===== config.mk =====
export PLATFORM = sky130hd
export DESIGN_NAME = fifo_burst_reader
export DESIGN_NICKNAME = d
export VERILOG_FILES = /design/src/rtl/fifo_rd_pkg.sv /design/src/rtl/fifo_burst_obuf.sv /design/src/rtl/fifo_burst_reader.sv
export SDC_FILE = /design/constraint.sdc
export NUM_CORES = 1
export LEC_CHECK = 0
export CAP_MARGIN = 20
export CELL_PAD_IN_SITES_DETAIL_PLACEMENT = 0
export CELL_PAD_IN_SITES_GLOBAL_PLACEMENT = 2
export CORE_MARGIN = 5
export CORE_UTILIZATION = 30
export CTS_CLUSTER_DIAMETER = 200
export DETAILED_ROUTE_END_ITERATION = 10
export PLACE_DENSITY = 0.87
export SYNTH_ARGS = -nofsm -noshare
export SYNTH_HDL_FRONTEND = slang
export SYNTH_SLANG_ARGS = --single-unit

===== constraint.sdc =====
create_clock -name CLK -period 2.5 [get_ports CLK]
set_clock_uncertainty 0.2 [all_clocks]
set_input_delay 0.375 -clock CLK [delete_from_list [all_inputs] [get_ports CLK]]
set_output_delay 0.375 -clock CLK [all_outputs]
set_load 0.01 [all_outputs]

===== src/rtl/fifo_rd_pkg.sv =====
// Shared types and sizes for the FIFO burst read controller.
package fifo_rd_pkg;

  localparam int unsigned DATA_W     = 16;
  localparam int unsigned OBUF_DEPTH = 2;
  localparam int unsigned OCC_W      = 2;
  localparam int unsigned REM_W      = 8;

  typedef enum logic [1:0] {
    IDLE  = 2'd0,
    READ  = 2'd1,
    DRAIN = 2'd2
  } rd_state_t;

endpackage


===== src/rtl/fifo_burst_obuf.sv =====
// Two-entry in-order output buffer; head entry drives the downstream port.
module fifo_burst_obuf
  import fifo_rd_pkg::*;
(
  input  logic              CLK,
  input  logic              RST,
  input  logic              push,
  input  logic [DATA_W-1:0] push_data,
  input  logic              pop,
  output logic [OCC_W-1:0]  occ,
  output logic [DATA_W-1:0] head,
  output logic              valid
);

  logic [DATA_W-1:0] tail;
  logic              do_pop;
  logic              do_push;

  assign do_pop  = pop & valid;
  assign do_push = push & ((occ != OCC_W'(OBUF_DEPTH)) | do_pop);

  // Head only moves on a pop, so it stays stable while downstream stalls.
  always_ff @(posedge CLK) begin
    if (RST) begin
      occ   <= '0;
      head  <= '0;
      tail  <= '0;
      valid <= 1'b0;
    end else begin
      case ({do_push, do_pop})
        2'b10: begin
          if (occ == '0) head <= push_data;
          else           tail <= push_data;
          occ   <= occ + OCC_W'(1);
          valid <= 1'b1;
        end
        2'b01: begin
          if (occ == OCC_W'(2)) head <= tail;
          occ   <= occ - OCC_W'(1);
          valid <= (occ != OCC_W'(1));
        end
        2'b11: begin
          if (occ == OCC_W'(1)) begin
            head <= push_data;
          end else begin
            head <= tail;
            tail <= push_data;
          end
        end
        default: ;
      endcase
    end
  end

endmodule


===== src/rtl/fifo_burst_reader.sv =====
// Drains BURST words from a registered-read FIFO and streams them out
// on a valid/ready handshake without ever dropping a returned word.
module fifo_burst_reader
  import fifo_rd_pkg::*;
#(
  parameter int unsigned BURST = 4
) (
  input  logic              CLK,
  input  logic              RST,
  input  logic              START,
  input  logic              FIFO_EMPTY,
  input  logic [DATA_W-1:0] FIFO_DOUT,
  input  logic              FIFO_VALID,
  input  logic              FIFO_UNDER,
  output logic              FIFO_RD,
  output logic [DATA_W-1:0] OUT_DATA,
  output logic              OUT_VALID,
  input  logic              OUT_READY,
  output logic              BUSY,
  output logic              DONE,
  output logic              ERR
);

  rd_state_t        state;
  logic [REM_W-1:0] remaining;
  logic             inflight;
  logic [OCC_W-1:0] occ;
  logic [OCC_W-1:0] pending;
  logic             pop;
  logic             room;

  assign pop     = OUT_VALID & OUT_READY;
  assign pending = occ + OCC_W'(inflight);
  // A read may only be issued if its word is guaranteed a buffer slot.
  assign room    = (pending < OCC_W'(OBUF_DEPTH)) |
                   ((pending == OCC_W'(OBUF_DEPTH)) & pop);
  assign FIFO_RD = ~RST & (state == READ) & (remaining != '0) & ~FIFO_EMPTY & room;

  fifo_burst_obuf u_obuf (
    .CLK       (CLK),
    .RST       (RST),
    .push      (FIFO_VALID),
    .push_data (FIFO_DOUT),
    .pop       (pop),
    .occ       (occ),
    .head      (OUT_DATA),
    .valid     (OUT_VALID)
  );

  always_ff @(posedge CLK) begin
    if (RST) begin
      state     <= IDLE;
      remaining <= '0;
      inflight  <= 1'b0;
      BUSY      <= 1'b0;
      DONE      <= 1'b0;
      ERR       <= 1'b0;
    end else begin
      DONE     <= 1'b0;
      inflight <= FIFO_RD | (inflight & ~FIFO_VALID);

      if (FIFO_UNDER | (FIFO_VALID & ~inflight)) ERR <= 1'b1;
      else if ((state == IDLE) & START)          ERR <= 1'b0;

      case (state)
        IDLE: begin
          if (START) begin
            remaining <= REM_W'(BURST);
            state     <= READ;
            BUSY      <= 1'b1;
          end
        end
        READ: begin
          if (FIFO_RD) begin
            remaining <= remaining - REM_W'(1);
            if (remaining == REM_W'(1)) state <= DRAIN;
          end
        end
        DRAIN: begin
          // Last word is the only one left and is leaving this cycle.
          if ((occ == OCC_W'(1)) & ~inflight & pop) begin
            state <= IDLE;
            BUSY  <= 1'b0;
            DONE  <= 1'b1;
          end
        end
        default: state <= IDLE;
      endcase
    end
  end

endmodule

# Word-level counts from Yosys, hierarchy flattened
# Index checks and enable logic that the tools add are counted.
# classes
bitwise	22
order_cmp	1
n_reduce_logical	15
addsub	4
n_mux	23
eq_ne	19
# op_table
op	n
$mux 16	5
$pmux 16 s3	1
$pmux 16 s2	1
$mux 8	2
$pmux 8 s2	1
$and 1x1->1	13
$ne 2x2->1 const B	6
$reduce_and 3->1	4
$eq 2x2->1 const B	5
$reduce_bool 2->1	5
$eq 8x1->1 const B	1
$mux 2	4
$ne 2x1->1 const B	4
$reduce_bool 8->1	1
$sub 8x1->8 const B	1
$eq 2x1->1 const B	3
$pmux 2 s3	1
$mux 1	5
$not 1->1	5
$logic_not 2->1	2
$or 1x1->1	4
$pmux 1 s2	2
$pmux 2 s2	1
$reduce_and 4->1	1
6 further kinds	6
# totals
regBits	49

# Longest topological paths before layout
# Gate-level depths: netlist of run 1.
# depth
depth_word	7
depth_mapped	7
depth_no_buf	7

# By module
# Synthesis of run 1 repeated with hierarchy kept, for this count alone.
# unflattened
cells_unflattened	242
area_unflattened_um2	2334.7
# modules_own_cells
mod	cells_each	n_inst	area_per_inst_um2	seq_area_each_um2
fifo_burst_obuf	155	1	1580.3	700.7
fifo_burst_reader	87	1	754.5	280.3

# Worst setup path before layout of run 1
# OpenSTA, ideal clock, no wires.
# synth_timing
path_kind	reg-to-output
from	reg u_obuf.occ[0]
to	out FIFO_RD
arrival_time_ns	1.545
path_slack_ns	0.380
path_stages_with_launch	6
path_buffers	0
required_ns	1.925
cell_sequence	dfxtp_1 ha_1 nand3b_2 a2111oi_4 nand2_2 inv_2
# synth_via
elab_chain_cells	5
elab_cells_between_ends	6
# synth_lines
item	line	text
start, declared	fifo_burst_obuf.sv:10	output logic [OCC_W-1:0] occ,
start signal, assigned	fifo_burst_obuf.sv:34	occ <= occ + OCC_W'(1);
start signal, assigned	fifo_burst_obuf.sv:39	occ <= occ - OCC_W'(1);
$add 2x1->2 (*)	fifo_burst_reader.sv:33	assign pending = occ + OCC_W'(inflight);
$eq 2x2->1	fifo_burst_reader.sv:36	((pending == OCC_W'(OBUF_DEPTH)) & pop);
$and 1x1->1	fifo_burst_reader.sv:36	
$or 1x1->1 (*)	fifo_burst_reader.sv:35	assign room = (pending < OCC_W'(OBUF_DEPTH)) |
$and 1x1->1 (*)	fifo_burst_reader.sv:37	assign FIFO_RD = ~RST & (state == READ) & (remaining != '0) & ~FIFO_EMPTY & room;
end, declared	fifo_burst_reader.sv:15	output logic FIFO_RD,
# Mark *: on every way between the ends. The rest lies on a longest branch, timed or not.

# Worst setup path in the final report of run 1
# layout_timing
from	reg inflight
to	out FIFO_RD
# layout_via
elab_chain_cells	5
elab_cells_between_ends	6
# layout_lines
item	line	text
start, declared	fifo_burst_reader.sv:26	logic inflight;
start signal, assigned	fifo_burst_reader.sv:60	inflight <= FIFO_RD | (inflight & ~FIFO_VALID);
$add 2x1->2 (*)	fifo_burst_reader.sv:33	
$eq 2x2->1	fifo_burst_reader.sv:36	
$and 1x1->1	fifo_burst_reader.sv:36	
$or 1x1->1 (*)	fifo_burst_reader.sv:35	
$and 1x1->1 (*)	fifo_burst_reader.sv:37	
# Marks and branches as above.

==> metrics, run 1 <==
fraction of registers with async set/reset=0%; Hold Buf Count CTS=0; commonest non-fill, non-tap cells in the layout=49 x dfxtp_1, 41 x nor2_1, 41 x clkdlybuf4s50_1, 35 x mux2i_1, 18 x a211oi_1; diodes inserted=0; H-tree levels=2; die area=9470 um2; Peak VDD IR=0.329 mV; IO Count=44; post-DP HPWL=3.64 mm; Core ar.=7330 um2; initial DRC count=72; CTS tree=done; Syn-to-layout area delta=32.6%; Post-Synthesis Cells=237; DRC=0; detailed-route via count=1864; EDFF count, synth=0; Synth top area share=42.9%; PwrDens=852 nW/um2; Total Power=2.58 mW; Max Cap Viol=0; clock sink count=49; syn_nets=267; CP Class=reg2out; WL final=5.17 mm; worst hold path cell count=2; Primary FF master, synth=dfxtp_1; ANT nets after route=0; Hold Path Class=reg2reg; Tmin final=2.37 ns; die width=97.3 um; Setup violations, final=0; CP Launch Type=flop; Area after DPL=2920 um2; clk root buf=clkbuf_8; run status=finished clean; R2R depth=7; final hold slack=0.274 ns; Clk Latency, worst-skew pair=0.30 ns; Pleak=1.32 nW; DR WL/cell=13.3 um; Core Rows=31; Clk pin slew, worst setup/hold paths=0.09 ns; die height=97.3 um; Mapped Avg Cell Area=9.65 um2; Synth cell types=48; Critical Path Slowest Stage Cell=a2111oi_4; reg2reg setup slack=0.44 ns; register bit total from synthesis=49; final hold vios=0; Critical Path RT=1.92 ns; Final period util=94.8%; Seq/Total Area, Yosys=42.9%; Layout Nets=320; largest area contributor in the netlist=dfxtp_1; Vias/cell=4.78; Crit Path Max Fanout=2; Inserted Clock Buffers=5; RSZ-0062 raised after global routing=false; Pins Over Slew Limit=0; Warnings, synthesis=0; post-route cell area=3030 um2; Total Routing Usage GR=11.2%; GR Overflow Total=0; Netlist Area Pre-Place=2290 um2; actual slew at the worst max-slew pin=0.506 ns; Slew headroom=65.9%; Crit path arrival time=1.80 ns; Starting Density=31.2%; crit-path cells=ha_1 > nand3b_4 > a2111oi_4 > nand2_2 > inv_2 > clkdlybuf4s15_2; first-pass GRT wire length=8.86 mm; I/O Buffers=43; Max Clk Rate=422 MHz; Worst setup EP type=output port; most common library cell in the layout ignoring fill and taps=dfxtp_1; DR pass1 iterations=7; largest net degree at the start of global routing=47; via count of the first global-routing pass=1795; Worst path max stage delay=0.34 ns; top cells by area, synth=dfxtp_1 43%, mux2i_1 15%, nor2_1 6.7%; initial antenna violation count=0; Max clock buf depth=2; gpl congestion=0.732; layout cells sized above 1=12.7%
layer usage:
metal,GRT usage (%),part of all wire (%)
met2,18.3,48
met1,14.2,46
met4,3.19,0.89
met3,3.30,4.6
met5,0,0
worst paths after layout:
path	from	endpoint
worst max-delay path	inflight	FIFO_RD
worst min-delay path	remaining[6]	remaining[6]
worst max register to register	inflight	remaining[3]
worst min register to register	remaining[6]	remaining[6]
report_power, final:
part,internal [mW],switching (mW)
registers,0.945,0.0955
logic,0.554,0.510
clock network,0.199,0.279
logic make-up after synthesis:
logic type | count (synthesis) | share of synthesized area [%]
XOR/XNOR | 2 | 0.766
multiplexers | 35 | 15.3
buffers and inverters | 22 | 4.38
flip-flops | 49 | 42.9
AND/OR/NAND/NOR | 72 | 15.8
adder cells (fa/ha/maj) | 7 | 3.83
AO/OA/AOI/OAI | 50 | 17.0
worst max-delay path, delay by kind of cell, from the launching register on:
kind	cells	cell delay, ns
simple gates	2	0.27
compound gates	1	0.34
fa+ha+maj	1	0.29
flops	1	0.32
buf+inv	2	0.28
timing repair:
item / in CTS / in global routing
pin swaps: 1 / 1
endpoints found under the setup margin: 1 / 1
resized for setup: 4 / 0
buffers inserted: 1 / 0
registers in the layout, indices dropped and copies added, names as in the netlist:
signal,cells
inflight,1
u_obuf.tail,16
u_obuf.occ,2
state,2
DONE,1
ERR,1
u_obuf.head,16
BUSY,1
u_obuf.valid,1
remaining,8
Yosys cell counts, drive strengths merged (2+ instances only):
cell type and count:
or4b 2, ha 7, clkbuf 7, nor3 2, nor3b 2, nor2 41, mux2i 35, buf 6
nor4b 2, nand2 7, nand2b 6, dfxtp 49, a211oi 18, o21ai 6, a311oi 4, inv 9
a21oi 8, nor2b 2, nand3 3
cell type report:
type	count	area, um2
timing repair buffer	59	584
clock buffer	5	68.8
clock inverter	3	21.3
fill	726	4300
inverter	9	33.8
tap	99	124
multi-input combinational	166	1220
sequential	49	981
through the flow:
step / std cells / setup TNS (ns) / worst slack [ns] / util, %
4_1_cts: 390 / 0 / 0.0602 / 41.3
3_5_place_dp: 381 / -0.138 / -0.138 / 39.9
2_1_floorplan: 237 / 0 / 0.380 / -
6_report: 390 / 0 / 0.129 / 41.3
3_3_place_gp: 381 / -0.138 / -0.138 / 39.9
5_1_grt: 390 / 0 / 0.0244 / 41.3
No activity file was read; power rests on OpenSTA's default activity.
==> run 2, diff against run 1 <==
--- a/config.mk
+++ b/config.mk
@@ -9,10 +9,12 @@
 export CELL_PAD_IN_SITES_DETAIL_PLACEMENT = 0
 export CELL_PAD_IN_SITES_GLOBAL_PLACEMENT = 2
 export CORE_MARGIN = 5
-export CORE_UTILIZATION = 30
+export CORE_UTILIZATION = 32
 export CTS_CLUSTER_DIAMETER = 200
 export DETAILED_ROUTE_END_ITERATION = 10
-export PLACE_DENSITY = 0.87
+export PLACE_DENSITY = 0.91
 export SYNTH_ARGS = -nofsm -noshare
 export SYNTH_HDL_FRONTEND = slang
+export SYNTH_HIERARCHICAL = 1
 export SYNTH_SLANG_ARGS = --single-unit
+export TNS_END_PERCENT = 10
==> run 2 against run 1 <==
Compared with the run above:
- critical path depth stayed put
- first-iteration DRC count is 5.6% higher
- non-clock buffer count is 5 lower
- largest cell class unchanged
- critical endpoint unchanged
- combinational power is 51% lower
==> metrics, run 2 <==
PwrDens=670 nW/um2 (was 852 nW/um2); fraction of registers with async set/reset=0% (unchanged); R2R depth=6 (was 7); Slew headroom=50.5% (was 65.9%); Starting Density=32.5% (was 31.2%); die height=95.4 um (was 97.3 um); largest net degree at the start of global routing=44 (was 47); H-tree levels=2 (unchanged); Syn-to-layout area delta=29.0% (was 32.6%); CTS tree=done (unchanged); IO Count=44 (unchanged); Clk pin slew, worst setup/hold paths=0.09 ns (about the same); worst slack, placed=-0.189 ns (was -0.138 ns); met3 WL=193 um (was 238 um); first-pass GRT wire length=8.38 mm (was 8.86 mm); Hold Buf Count CTS=0 (unchanged); Max clock buf depth=2 (unchanged); EDFF count, synth=0 (unchanged); Seq/Total Area, Yosys=42.0% (was 42.9%); Hold Path Class=reg2reg (unchanged); register bit total from synthesis=49 (unchanged); die width=95.4 um (was 97.3 um); final worst setup slack=0.154 ns (was 0.129 ns); Synth top area share=42.0% (was 42.9%); Crit Path Max Fanout=2 (unchanged); Clk Latency, worst-skew pair=0.29 ns (was 0.30 ns); run status=finished clean (unchanged); cell depth of the worst setup path=6 (unchanged); Max Clk Rate=426 MHz (was 422 MHz); Core Rows=31 (unchanged); Vias/cell=4.81 (was 4.78); RSZ-0062 raised after global routing=false (unchanged); commonest non-fill, non-tap cells in the layout=49 x dfxtp_1, 45 x nor2_1, 42 x clkdlybuf4s50_1, 33 x mux2i_1, 17 x a211oi_1 (was 49 x dfxtp_1, 41 x nor2_1, 41 x clkdlybuf4s50_1, 35 x mux2i_1, 18 x a211oi_1); most common cell in the netlist=dfxtp_1 (unchanged); Worst setup EP type=output port (unchanged); Total Power=2.02 mW (was 2.58 mW); CP Launch Type=input pin (was flop); WL final=4.92 mm (was 5.17 mm); syn_nets=273 (was 267); Post-CTS Setup Bufs=0 (was 1); Top Layer Used=met4 (unchanged); top cells by area, synth=dfxtp_1 42%, mux2i_1 14%, nor2_1 7.2% (was dfxtp_1 43%, mux2i_1 15%, nor2_1 6.7%); Total Routing Usage GR=11.5% (was 11.2%); final hold vios=0 (unchanged); Warnings, synthesis=6 (was 0); Largest regs=u_obuf/head x16, u_obuf/tail x16, remaining x8 (was u_obuf.head x16, u_obuf.tail x16, remaining x8); DRC=0 (unchanged); layout cells sized above 1=11.0% (was 12.7%); Peak VDD IR=0.364 mV (was 0.329 mV); ANT nets after route=0 (unchanged); M1 wire length=2.35 mm (was 2.40 mm); initial DRC count=76 (was 72); worst hold path cell count=2 (unchanged); Netlist Area Pre-Place=2330 um2 (was 2290 um2); Pins Over Slew Limit=0 (unchanged); largest area contributor in the netlist=dfxtp_1 (unchanged); Mapped Avg Cell Area=9.65 um2 (about the same); gpl congestion=0.814 (was 0.732); CP Class=in2out (was reg2out); Critical Path Slowest Stage Cell=clkdlybuf4s50_1 (was a2111oi_4); die area=9100 um2 (was 9470 um2); most common library cell in the layout ignoring fill and taps=dfxtp_1 (unchanged); Tmin final=2.35 ns (was 2.37 ns); Final period util=93.8% (was 94.8%); Layout Nets=320 (unchanged); synth cell count leaders=49 x dfxtp_1, 45 x nor2_1, 33 x mux2i_1 (was 49 x dfxtp_1, 41 x nor2_1, 35 x mux2i_1); Critical Path RT=1.92 ns (about the same); Pleak=1.32 nW (about the same); Worst path max stage delay=0.45 ns (was 0.34 ns); Crit path arrival time=1.77 ns (was 1.80 ns); Core ar.=7180 um2 (was 7330 um2); Setup violations, final=0 (unchanged); initial antenna violation count=0 (unchanged); DR pass1 iterations=4 (was 7); GR Overflow Total=0 (unchanged); CP top delay family=buffers and inverters (was compound AO/OA/AOI/OAI gates); final hold slack=0.279 ns (was 0.274 ns); detailed-route via count=1870 (was 1864); diodes inserted=0 (unchanged); Util after Layout=42.0% (was 41.3%); setup_tns=0 ns (unchanged); I/O Buffers=43 (unchanged); Primary FF master, synth=dfxtp_1 (unchanged); post-DP HPWL=3.46 mm (was 3.64 mm); Bufs and invs on worst path=3 (was 2); clock sink count=49 (unchanged); Synth cell types=48 (unchanged); Inserted Clock Buffers=5 (unchanged); clk root buf=clkbuf_8 (unchanged); crit-path cells=clkdlybuf4s50_1 > nor4b_2 > buf_4 > o21ai_1 > nor2_1 > dlygate4sd2_1 (was ha_1 > nand3b_4 > a2111oi_4 > nand2_2 > inv_2 > clkdlybuf4s15_2); DR WL/cell=12.7 um (was 13.3 um); Post-Synthesis Cells=242 (was 237); WL met2=2.35 mm (was 2.49 mm); Max Cap Viol=0 (unchanged); actual slew at the worst max-slew pin=0.739 ns (was 0.506 ns); via count of the first global-routing pass=1817 (was 1795)
-- run 2: cell types whose count changed in the layout (fill, tap and decap cells not counted), sizes merged, moves of 3 or more --
cell and change:
nand2b -4, buf -6, inv -3, a21oi +6, a311oi -3, nor2 +4, nand2 -4, or4 +6
-- run 2: logic make-up after synthesis --
group / after synthesis / share of synthesized area (%)
buf+inv: 21 / 5.36
flops: 49 / 42.0
xor+xnor: 2 / 0.750
mux: 34 / 14.6
simple gates: 77 / 16.6
fa+ha+maj: 8 / 4.29
compound gates: 51 / 16.4
-- run 2: final cells by class --
type	count	area [um2]
repair buffers	54	524
well taps	99	124
flip-flops and latches	49	981
clock buffers	6	82.6
multi-input cells	172	1240
fillers	724	4160
inverters	7	26.3
clock inverters	2	37.5
-- run 2: report_power, final --
part / switching [mW] / internal (mW) / total [mW]
registers: 0.0510 / 0.861 / 0.912
clock network: 0.264 / 0.326 / 0.590
logic: 0.248 / 0.268 / 0.515
-- run 2: metal layers --
| layer | global-route usage [%] | vias to the layer above |
|---|---|---|
| li1 | - | 957 |
| met2 | 19.2 | 22 |
| met5 | 0 | - |
| met1 | 14.6 | 889 |
| met3 | 3.47 | 2 |
| met4 | 2.49 | 0 |
-- run 2: worst paths after layout --
| kind | startpoint | end | slack [ns] |
|---|---|---|---|
| min reg2reg | ERR | ERR | 0.28 |
| min | ERR | ERR | 0.28 |
| max | RST | FIFO_RD | 0.15 |
| max reg2reg | u_obuf/occ[1] | u_obuf/tail[5] | 0.31 |
-- run 2: worst reg2reg max path: stages (launching register included) --
cell     delay (ns)
dfxtp_1        0.38
inv_1          0.14
ha_1           0.20
and3b_4        0.22
o21ai_4        0.60
mux2i_1        0.27
nor2_1         0.05
-- run 2: repair_timing --
action | in CTS | in global routing
gates cloned | 0 | 0
setup endpoints to repair | 1 | 1
hold endpoints to repair | 0 | 0
gates resized for setup | 2 | 1
-- run 2: metrics by stage --
stage / instance area (um2) / instances
floorplan: 2330 / 242
global placement: 2890 / 381
detailed placement: 2890 / 381
CTS: 3010 / 389
global route: 3010 / 389
finish: 3010 / 389
==> patch (config.mk and constraints of run 2) <==
Set the package constant `OCC_W` to 4 (it was 2).
--- a/src/rtl/fifo_rd_pkg.sv
+++ b/src/rtl/fifo_rd_pkg.sv
@@ -3,7 +3,7 @@
 
   localparam int unsigned DATA_W     = 16;
   localparam int unsigned OBUF_DEPTH = 2;
-  localparam int unsigned OCC_W      = 2;
+  localparam int unsigned OCC_W      = 4;
   localparam int unsigned REM_W      = 8;
 
   typedef enum logic [1:0] {
Function: same outputs for any inputs over 4 cycles, from zero or initial values and one cycle with RST high; that may be too few to reach the edited logic, so the function may still have changed.
==> patch against run 2 <==
Area after synthesis grew 8.5%; via count grew 12%; cell area grew 10%; sequential cell count grew 2; largest power group unchanged; setup slack lost 0.10 ns; global-route usage grew 0.44 points; clock power shrank 13%; total power is essentially flat; die area grew 7.6%; wire length grew 21%.
==> patch: results (changes against run 2) <==
metric,value,unit,change
r2r startpoint,inflight,,
"Gates resized, CTS repair",9,,+7
final WL,5.953,mm,+21%
reg-to-reg endpoint,remaining[4],,
Setup CP Type,flop to output pin,,
Iteration-0 DRC Markers,141,,+86%
"Net Count, Synth",289,,+5.9%
All-Layer GR Usage,0.1196,,+0.004449
"Seq/Total Area, Yosys",0.4032,,-0.01699
number of global-route vias before repair,1984,,+9.2%
"top cells by area, synth","dfxtp_1 (40%), mux2i_1 (15%), nor2_1 (6.2%)",,
"CP delay by family, top",simple AND/OR/NAND/NOR gates,,
status,"finished, final reports clean",,
pin count of the biggest net entering global routing,48,,+9.1%
RePlAce Congestion,0.7927,,-2.7%
Peak supply drop,0.2467,mV,-32%
latest clock arrival within the worst-skew pair,0.31,ns,+0.02 ns
Area after DPL,3176,um^2,+10%
Worst path slowest cell,dfxtp_2,,
Min-Delay Startpoint,remaining[6],,
placed cell count,409,,+7.3%
post-route insts no fill,420,,+8.0%
Reg2Reg Setup Slack,0.09,ns,-0.22 ns
Post-synth top cells,"dfxtp_1 (51), nor2_1 (42), mux2i_1 (39)",,
CP arrival,1.87,ns,+0.10 ns
Synth Area per Inst,9.892,um^2,+2.5%
WHS Path Cells,1,,-1
Nets,350,,+9.4%
Synth cell types,50,,+4.2%
Worst Tran Pin Value,0.4989,ns,-0.2404 ns
Setup WS post-layout,0.05289,ns,-0.1011 ns
HPWL Detailed,4.138,mm,+20%
==> patch: cell count changes after synthesis, sizes merged, moves of 3 or more <==
cell | run 2 | this run
a211oi | 20 | 1
a221oi | 0 | 17
nand2 | 3 | 11
a21oi | 14 | 7
mux2i | 33 | 39
nand3 | 3 | 8
or4 | 6 | 1
nor3 | 0 | 4
and2 | 1 | 4
nor4b | 2 | 5
o31ai | 3 | 0
or3b | 0 | 3
xor2 | 0 | 3
==> patch: area by class of cell <==
class / instances / area, um^2
Timing Repair Buffer: 66 / 634.4
Clock buffer: 5 / 68.82
Multi-Input combinational cell: 187 / 1415
Inverter: 6 / 22.52
Sequential cell: 51 / 1023
Fill cell: 747 / 4409
Clock inverter: 3 / 26.28
Tap cell: 102 / 127.6
==> patch: report_power, final <==
group | total [mW] | internal [mW] | switching [mW]
logic | 0.557 | 0.291 | 0.266
registers | 0.946 | 0.898 | 0.0483
clock network | 0.512 | 0.207 | 0.305
==> patch: logic make-up (layout without fill, tap and decap cells) <==
logic type | count (synthesis) | count (layout) | share of synthesized area
AOI/OAI and AO/OA | 39 | 39 | 0.1369
xor gates and xnor gates | 4 | 4 | 0.01384
adders and majority gates | 10 | 10 | 0.04941
buffers and inverters | 18 | 80 | 0.04941
DFF | 51 | 51 | 0.4032
muxes | 39 | 39 | 0.1541
and+or+nand+nor | 95 | 95 | 0.1932
==> patch: worst min path at each step <==
stage               slack, ns           end
floorplan                0.23  remaining[6]
global placement         0.25  remaining[6]
detailed placement       0.26  remaining[6]
CTS                      0.28  remaining[6]
global route             0.29  remaining[6]
finish                   0.28  remaining[6]
==> patch: per-layer routing <==
layer	wire (um)	up-vias	part of all wire
li1	-	1056	-
met1	2865	977	0.48
met2	2756	49	0.46
met3	300	4	0.050
met4	31	0	0.0052
met5	0	-	0
